**config.mk**
```make
export PLATFORM = sky130hd
export DESIGN_NAME = conv_block_sequencer
export DESIGN_NICKNAME = d
export VERILOG_FILES = /design/src/rtl/conv_block_sequencer.sv
export SDC_FILE = /design/constraint.sdc
export NUM_CORES = 1
export LEC_CHECK = 0
export CAP_MARGIN = 20
export CORE_AREA = 2 2 66 68
export CTS_CLUSTER_SIZE = 8
export DETAILED_ROUTE_END_ITERATION = 10
export DIE_AREA = 0 0 68 70
export PLACE_DENSITY_LB_ADDON = 0.2
export SYNTH_ARGS = -nofsm -noshare
export SYNTH_HDL_FRONTEND = slang
export SYNTH_SLANG_ARGS = --single-unit
```
**constraint.sdc**
```tcl
create_clock -name i_CLK -period 3.62 [get_ports i_CLK]
set_input_delay 0.724 -clock i_CLK [delete_from_list [all_inputs] [get_ports i_CLK]]
set_output_delay 0.724 -clock i_CLK [all_outputs]
set_load 0.1 [all_outputs]
```
**src/rtl/conv_block_sequencer.sv**
```systemverilog
// rtl/conv_block_sequencer.sv - frame sequencer driving the address FSM through clear/load/process per block.
// Optional watchdog on LOAD/PROC compiled in with SEQ_WATCHDOG_EN.
module conv_block_sequencer #(
  parameter int NB_BLOCK   = 8,
  parameter int NB_TIMEOUT = 16
) (
  input  logic                i_CLK,
  input  logic                i_reset,
  input  logic                i_start,
  input  logic                i_abort,
  input  logic [NB_BLOCK-1:0] i_numBlocks,
  input  logic                i_changeBlock,
  input  logic                i_EoP,
  output logic                o_fsmReset,
  output logic                o_SoP,
  output logic                o_bank,
  output logic [NB_BLOCK-1:0] o_blockIdx,
  output logic                o_busy,
  output logic                o_done,
  output logic                o_error
);

  localparam logic [2:0] S_IDLE  = 3'd0;
  localparam logic [2:0] S_CLEAR = 3'd1;
  localparam logic [2:0] S_LOAD  = 3'd2;
  localparam logic [2:0] S_START = 3'd3;
  localparam logic [2:0] S_PROC  = 3'd4;
  localparam logic [2:0] S_DONE  = 3'd5;

  if (NB_BLOCK < 1 || NB_TIMEOUT < 2) begin : g_param_check
    $error("conv_block_sequencer: NB_BLOCK must be >= 1 and NB_TIMEOUT >= 2");
  end

  logic [2:0]          state_q, state_d;
  logic                ret_idle_q, ret_idle_d;
  logic [NB_BLOCK-1:0] num_q, num_d;
  logic [NB_BLOCK-1:0] idx_q, idx_d;
  logic                bank_q, bank_d;
  logic                error_q, error_d;
  logic                fsm_reset_q, fsm_reset_d;
  logic                sop_q, sop_d;
  logic                busy_q, busy_d;
  logic                done_q, done_d;
  logic                timeout;

`ifdef SEQ_WATCHDOG_EN
  logic [NB_TIMEOUT-1:0] wd_q, wd_d;

  assign timeout = ((state_q == S_LOAD) || (state_q == S_PROC)) && (&wd_q);

  // Restart the count on every state change so each wait gets a full budget.
  always_comb begin
    wd_d = wd_q;
    if (state_d != state_q) begin
      wd_d = '0;
    end else if ((state_q == S_LOAD) || (state_q == S_PROC)) begin
      wd_d = wd_q + NB_TIMEOUT'(1);
    end
  end

  always_ff @(posedge i_CLK) begin
    if (i_reset) begin
      wd_q <= '0;
    end else begin
      wd_q <= wd_d;
    end
  end
`else
  assign timeout = 1'b0;
`endif

  always_comb begin
    state_d    = state_q;
    ret_idle_d = ret_idle_q;
    num_d      = num_q;
    idx_d      = idx_q;
    bank_d     = bank_q;
    error_d    = error_q;

    case (state_q)
      S_IDLE: begin
        if (i_start) begin
          error_d = 1'b0;
          if (i_numBlocks == '0) begin
            state_d = S_DONE;
          end else begin
            num_d      = i_numBlocks;
            idx_d      = '0;
            bank_d     = 1'b0;
            ret_idle_d = 1'b0;
            state_d    = S_CLEAR;
          end
        end
      end
      S_CLEAR: state_d = ret_idle_q ? S_IDLE : S_LOAD;
      S_LOAD:  if (i_changeBlock) state_d = S_START;
      S_START: state_d = S_PROC;
      S_PROC: begin
        if (i_EoP) begin
          if (idx_q == num_q - NB_BLOCK'(1)) begin
            state_d = S_DONE;
          end else begin
            idx_d   = idx_q + NB_BLOCK'(1);
            bank_d  = ~bank_q;
            state_d = S_CLEAR;
          end
        end
      end
      S_DONE:  state_d = S_IDLE;
      default: state_d = S_IDLE;
    endcase

    // Abort/timeout outrank EoP, so any index/bank advance above is undone.
    if ((state_q != S_IDLE) && (i_abort || timeout)) begin
      error_d    = 1'b1;
      ret_idle_d = 1'b1;
      idx_d      = idx_q;
      bank_d     = bank_q;
      state_d    = S_CLEAR;
    end

    fsm_reset_d = (state_d == S_CLEAR);
    sop_d       = (state_d == S_START);
    done_d      = (state_d == S_DONE);
    busy_d      = (state_d != S_IDLE);
  end

  always_ff @(posedge i_CLK) begin
    if (i_reset) begin
      state_q     <= S_IDLE;
      ret_idle_q  <= 1'b0;
      num_q       <= '0;
      idx_q       <= '0;
      bank_q      <= 1'b0;
      error_q     <= 1'b0;
      fsm_reset_q <= 1'b0;
      sop_q       <= 1'b0;
      busy_q      <= 1'b0;
      done_q      <= 1'b0;
    end else begin
      state_q     <= state_d;
      ret_idle_q  <= ret_idle_d;
      num_q       <= num_d;
      idx_q       <= idx_d;
      bank_q      <= bank_d;
      error_q     <= error_d;
      fsm_reset_q <= fsm_reset_d;
      sop_q       <= sop_d;
      busy_q      <= busy_d;
      done_q      <= done_d;
    end
  end

  assign o_fsmReset = fsm_reset_q;
  assign o_SoP      = sop_q;
  assign o_bank     = bank_q;
  assign o_blockIdx = idx_q;
  assign o_busy     = busy_q;
  assign o_done     = done_q;
  assign o_error    = error_q;

endmodule

```
; After elaboration in Yosys (flattened, before gate mapping)
; Index checks and enable logic that the tools add are counted.
[classes]
n_bitwise = 3
eq_ne = 13
addsub = 2
muxes = 23
n_reduce_logical = 12
[ops]
columns = op, count
row1 = 2-to-1 mux 8 bit, 4
row2 = 2-to-1 mux 3 bit, 6
row3 = one-hot mux 8 bit (2 select lines), 1
row4 = one-hot mux 3 bit (5 select lines), 1
row5 = "== test 3 x 2 -> 1 bit, second input constant", 3
row6 = 2-to-1 mux 1 bit, 9
row7 = "adder 8 x 1 -> 8 bit, second input constant", 1
row8 = == test 8 bit, 1
row9 = zero test 8 bit, 1
row10 = "inequality test 2 bit, second input constant", 4
row11 = "subtractor 8 x 1 -> 8 bit, second input constant", 1
row12 = "== test 3 x 1 -> 1 bit, second input constant", 2
row13 = "== test 3 bit, second input constant", 2
row14 = AND reduction 3 bit, 2
row15 = AND reduction 6 bit, 1
row16 = nonzero test 2 bit, 3
row17 = nonzero test 3 bit, 2
row18 = zero test 3 bit, 1
row19 = NOT 1 bit, 3
row20 = 2-to-1 mux 2 bit, 1
row21 = "inequality test 2 x 1 -> 1 bit, second input constant", 1
row22 = one-hot mux 1 bit (2 select lines), 1
row23 = AND reduction 2 bit, 1
row24 = logical AND 1 bit, 1
[word_totals]
wordCells = 63
reg_bits = 26
input_bits = 14
out_inout_bits = 14

; Depth between registers and ports, before layout
; Gate-level depths: netlist of run 1.
[depth]
depth_word = 7
mapped_depth = 8
ltp_nobuf = 8

; Least setup slack after synthesis of run 1
; No wires, ideal clock.
[synth_path]
path_type = register to register
from = register idx_q[2], in the netlist o_blockIdx[2]
to = register idx_q[0], in the netlist o_blockIdx[0]
period_less_slack_ns = 2.716
path_stages_with_launch = 8
required_ns = 3.496
t_arrival_ns = 2.592
n_path_buf = 1
setup_time_ns = 0.124
path_slack_ns = 0.904
path_cell_list = dfxtp_1 -> clkbuf_1 -> nand3_1 -> a221o_1 -> a222oi_1 -> a21oi_1 -> xnor2_1 -> nor2_1
[synth_via]
elab_chain_cells = 3
[synth_rtl]
columns = element, line
row1 = start: declaration, 37  ; logic [NB_BLOCK-1:0] idx_q, idx_d;
row2 = start signal: assignment, 144  ; idx_q <= idx_d;
row3 = == test 8 bit, 100  ; if (idx_q == num_q - NB_BLOCK'(1)) begin
row4 = inequality test 2 bit (no line), --
row5 = AND reduction 6 bit (no line), --
; No other way between the ends.
; A chain may end at the register's enable or synchronous reset.

; Worst setup path after layout of run 1
[layout_path]
from = input i_start
to = register idx_q[4], in the netlist o_blockIdx[4]
[layout_via]
elab_chain_cells = 2
[layout_rtl]
columns = element, line
row1 = start: declaration, 9  ; input logic i_start,
row2 = inequality test 2 bit (no line), --
row3 = AND reduction 6 bit (no line), --
; No other way between the ends.

==> flow_metrics.tcl, run 1 <==
set metrics [dict create \
    final_cell_mix "clkdlybuf4s50_1 (26), dfxtp_1 (26), nand2_1 (21), a21oi_1 (18), nor2_1 (12)" \
    die_y_um 70 \
    critical_path_arrival_ns 3.04 \
    cts_tree "yes" \
    tightest_slew_ns 0.968 \
    hold_buffers 0 \
    required_ns 3.82 \
    place_hpwl_mm 2.29 \
    vdd_ir_drop_max_uv 207 \
    cts_sinks 26 \
    io_buffers 27 \
    cts-root-buf "clkbuf_8" \
    reg2reg_from "num_q[0]" \
    whs_path_depth 2 \
    grt_max_degree 17 \
    p_per_area_nw_per_um2 402 \
    clock_latency_ns 0.27 \
    max_freq_mhz 352 \
    synthCells 168 \
    wirelength_mm 3.01 \
    die_w_um 68 \
    grt_overflow 0 \
    yosysSeqAreaShare 0.383 \
    vias_per_cell 5.07 \
    crit_fanout 11 \
    status "complete, no violations" \
    leakage_nw 0.604 \
    r2r_cells 8 \
    post-route-period-util 0.784 \
    setup_viol 0 \
    skew_ns 0.000762 \
    crit_path_start_kind "primary input" \
    grtUsageTotal 0.137 \
    grt_pass1_vias 1131 \
    rsz0062_at_grt "false" \
    r2r_slack_ns 0.93 \
    worst_setup_path_end_kind "flip-flop" \
    vias 1247 \
    num_rows 24 \
    r2r_end "o_blockIdx[0]" \
    wl_per_cell_um 12.2 \
    path_clk_slew_ns 0.09 \
    drc_errors 0 \
    fin_crit_ns 2.84 \
    cts_setup_buffers 0 \
    ctsResizeCount 0 \
    whs_ns 0.460 \
    syn_area_um2 1360 \
    start_util 0.328 \
    max_cap_viol_count 0 \
    gp_congestion 0.789 \
    cts_inserted_buffers 3 \
    antenna_found_initial 0 \
    synth_fp_nets 184 \
    drive_above_1_share 0.0567 \
    die_area_um2 4760 \
    synth_cell_types 37 \
    htreeDepth 1 \
    max_slew_margin 0.353 \
    finalHoldViolCount 0 \
    hp-start "o_error" \
    yosysWarnings 0 \
    drtPass1Iterations 4 \
    avgSynthCellArea_um2 8.08 \
    path_class "primary input to flip-flop" \
    hold_path_class "flip-flop to flip-flop" \
    maxSlewViolCount 0 \
    drtAntennaViolNets 0 \
    nNetsFinal 211 \
    drtIter0Drc 34 \
    setup_tns_ns 0 \
    n_antenna_cell 0 \
    clockBufferDepth 2 \
    ys_ff_latch 26 \
    area_delta_synth_final_pct 26.9 \
    grt_pass1_wl_mm 5.06 \
    hold_end "o_error" \
    ioPinCount 28 \
    core-area_um2 4140 \
]
-- critical path, stage by stage --
cell	delay, ns
clkdlybuf4s50_1	0.52
nor4b_4	0.20
buf_4	0.19
a21bo_2	0.31
a221o_1	0.36
a21o_4	0.23
or3_1	0.34
a21oi_1	0.15
-- cells by family (layout without fill, tap and decap cells) --
kind of cell	count (synthesis)	in the layout	share of synthesized area
compound gates	42	42	0.191
flops	26	26	0.383
fa+ha+maj	3	3	0.0258
buf+inv	14	40	0.0442
xor+xnor	12	12	0.0774
simple gates	71	71	0.278
-- area by class of cell --
class	instances	area [um^2]
Clock buffer	4	55.1
Fill cell	437	2420
Inverter	8	30.0
Multi-Input combinational cell	128	777
Sequential cell	26	520
Tap cell	52	65.1
Timing Repair Buffer	28	275
-- worst max-delay path by stage --
stage,start,endpoint,depth (start not counted)
finish,i_start,o_blockIdx[4],8
global route,i_start,o_blockIdx[4],8
CTS,i_start,o_blockIdx[4],8
detailed placement,i_start,o_blockIdx[4],8
global placement,i_start,o_blockIdx[5],8
floorplan,o_blockIdx[2],o_blockIdx[0],7
-- per-layer routing --
metal | GRT usage | share of wire | vias to the layer above
li1 | - | - | 651
met1 | 0.183 | 0.48 | 565
met2 | 0.222 | 0.47 | 27
met3 | 0.0209 | 0.035 | 4
met4 | 0.0422 | 0.011 | 0
met5 | 0 | 0 | -
-- synthesized netlist by cell type (all sizes together) --
cell type,count,area [um^2]
a221o,2,20.0
nor4b,1,23.8
nor2,12,45.0
inv,8,30.0
o31ai,1,7.51
nand2b,2,12.5
a21o,1,15.0
or4,2,15.0
and4,1,8.76
or3,8,50.1
a31oi,1,6.26
maj3,1,10.0
and2,2,12.5
nand4,4,25.0
a21oi,18,90.1
nand2,21,78.8
nor4,4,25.0
a211oi,1,7.51
and3,1,6.26
nor3,3,15.0
xor2,3,26.3
ha,2,25.0
a22oi,2,15.0
a222oi,1,10.0
o21ai,11,55.1
buf,2,15.0
nand3,4,20.0
a21bo,1,10.0
xnor2,9,78.8
nand3b,2,15.0
dfxtp,26,521
o21ba,1,10.0
or2,1,6.26
o22ai,2,12.5
nor2b,3,18.8
clkbuf,4,15.0
-- through the flow --
step                utilization  setup WS (ns)  instances  power (mW)  cell area (um^2)
floorplan                     -          0.904        168       0.462              1360
global placement          0.402          0.575        242       0.510              1670
detailed placement        0.402          0.517        242       0.512              1670
CTS                       0.416          0.799        246       0.699              1720
global route              0.416          0.657        246       0.728              1720
finish                    0.416          0.782        246       0.692              1720
-- power breakdown --
part           total [mW]  internal [mW]  switching [mW]  leakage (nW)
Combinational       0.184         0.0707           0.113         0.363
Sequential          0.322          0.302          0.0195         0.212
Clock               0.186         0.0973          0.0891        0.0288
Power figures use the tool's default switching activity.
==> run 2: changes to the inputs <==
==> constraint.sdc (replaced) <==
create_clock -name i_CLK -period 2.5 [get_ports i_CLK]
set_input_delay 0.5 -clock i_CLK [delete_from_list [all_inputs] [get_ports i_CLK]]
set_output_delay 0.5 -clock i_CLK [all_outputs]
set_load 0.1 [all_outputs]
==> flow_metrics.tcl, run 2 (synthesis results as in run 1) <==
set metrics [dict create \
    path_class "primary input to flip-flop" \
    leakage_nw 0.679 \
    die_y_um 70 \
    mostFrequentLayoutCell "buf_4" \
    cts-root-buf "clkbuf_8" \
    grt_max_degree 14 \
    max_freq_mhz 434 \
    grtUsageTotal 0.156 \
    crit_fanout 2 \
    die_area_um2 4760 \
    die_w_um 68 \
    p_per_area_nw_per_um2 560 \
    crit_path_start_kind "primary input" \
    clockPowerShare 0.241 \
    rsz0062_at_grt "false" \
    path_clk_slew_ns 0.08 \
    num_rows 24 \
    ctsResizeCount 0 \
    maxSlewViolCount 0 \
    vdd_ir_drop_max_uv 257 \
    cts_inserted_buffers 3 \
    nNetsFinal 222 \
    clock_latency_ns 0.27 \
    drtAntennaViolNets 0 \
    path_buf_inv 2 \
    vias_per_cell 5.18 \
    grt_overflow 0 \
    p_seq_frac 0.471 \
    start_util 0.328 \
    fin_ws_ns 0.195 \
    power.switching_mw 0.327 \
    wirelength_mm 3.34 \
    htreeDepth 1 \
    drtIter0Drc 51 \
    place_hpwl_mm 2.55 \
    ioPinCount 28 \
    drive_above_1_share 0.181 \
    crit_slowest_cell "clkdlybuf4s50_1" \
    status "complete, no violations" \
    antenna_found_initial 0 \
    final_cell_mix "buf_4 (26), dfxtp_1 (23), nand2_1 (21), a21oi_1 (18), clkdlybuf4s50_1 (13)" \
    cts_sinks 26 \
    max_cap_viol_count 0 \
    fin_crit_ns 2.30 \
    max_slew_margin 0.730 \
    n_antenna_cell 0 \
    gp_congestion 0.814 \
    critical_path_arrival_ns 2.46 \
    critical_path.top_delay_family "compound AO/OA/AOI/OAI gates" \
    cts_setup_buffers 0 \
    setup_viol 0 \
    wl_per_cell_um 13.0 \
    vias 1325 \
    grt_pass1_vias 1276 \
    internal-power_mw 0.659 \
    switching_share 0.332 \
    hold_buffers 0 \
    required_ns 2.66 \
    hold_path_class "flip-flop to flip-flop" \
    area_delta_synth_final_pct 29.9 \
    setup_tns_ns 0 \
    cp_slowest_stage_delay_ns 0.50 \
    p_comb_frac 0.288 \
    worst_setup_path_end_kind "flip-flop" \
    finalHoldViolCount 0 \
    drc_errors 0 \
    cts_tree "yes" \
    io_buffers 27 \
    grt_pass1_wl_mm 5.80 \
    core-area_um2 4140 \
    drtPass1Iterations 4 \
    skew_ns 0.00161 \
    clockBufferDepth 2 \
    path_cells "clkdlybuf4s50_1, nor4b_4, a21bo_2, a221o_1, buf_4, a211oi_1, xnor2_1, nor2_1" \
    tightest_slew_ns 0.402 \
    whs_ns 0.460 \
    post-place-ws_ns -0.0912 \
    post-route-period-util 0.922 \
]
==> run 2: worst paths after layout <==
| kind | startpoint | to | slack, ns | cells past startpoint |
|---|---|---|---|---|
| max | i_start | o_blockIdx[2] | 0.20 | 8 |
| min | o_error | o_error | 0.46 | 2 |
| max reg2reg | num_q[1] | o_bank | 0.21 | 10 |
| min reg2reg | o_error | o_error | 0.46 | 2 |
==> run 2: metal layers <==
layer	wire length, um	GRT usage	vias up
li1	-	-	675
met1	1530	0.201	619
met2	1640	0.261	26
met3	109	0.0177	5
met4	59	0.0600	0
met5	0	0	-
==> run 2: cell type report <==
type	instances	area, um^2
clock buffers	3	41.3
inverters	8	30.0
multi-input cells	128	777
well taps	52	65.1
flip-flops and latches	26	524
repair buffers	39	325
fillers	452	2380
==> run 2: metrics by stage <==
step | cell area, um^2 | cells | util | power [mW]
2_1_floorplan | 1360 | 168 | - | 0.669
3_3_place_gp | 1720 | 253 | 0.415 | 0.754
3_5_place_dp | 1720 | 253 | 0.415 | 0.758
4_1_cts | 1760 | 256 | 0.425 | 1.00
5_1_grt | 1760 | 256 | 0.425 | 1.05
6_report | 1760 | 256 | 0.425 | 0.987
==> run 2: worst min-delay path: cells and delay by family (launching register included) <==
family | cells | cell delay [ns]
AO/OA/AOI/OAI | 1 | 0.05
flip-flops | 1 | 0.32
AND/OR/NAND/NOR | 1 | 0.05
==> run 2: power by group through the flow <==
stage	combinational (mW)	sequential, mW	clock (mW)
after floorplan	0.129	0.540	0
after global placement	0.280	0.474	0
after detailed placement	0.284	0.474	0
after CTS	0.285	0.464	0.250
after global routing	0.312	0.469	0.268
final	0.284	0.465	0.238
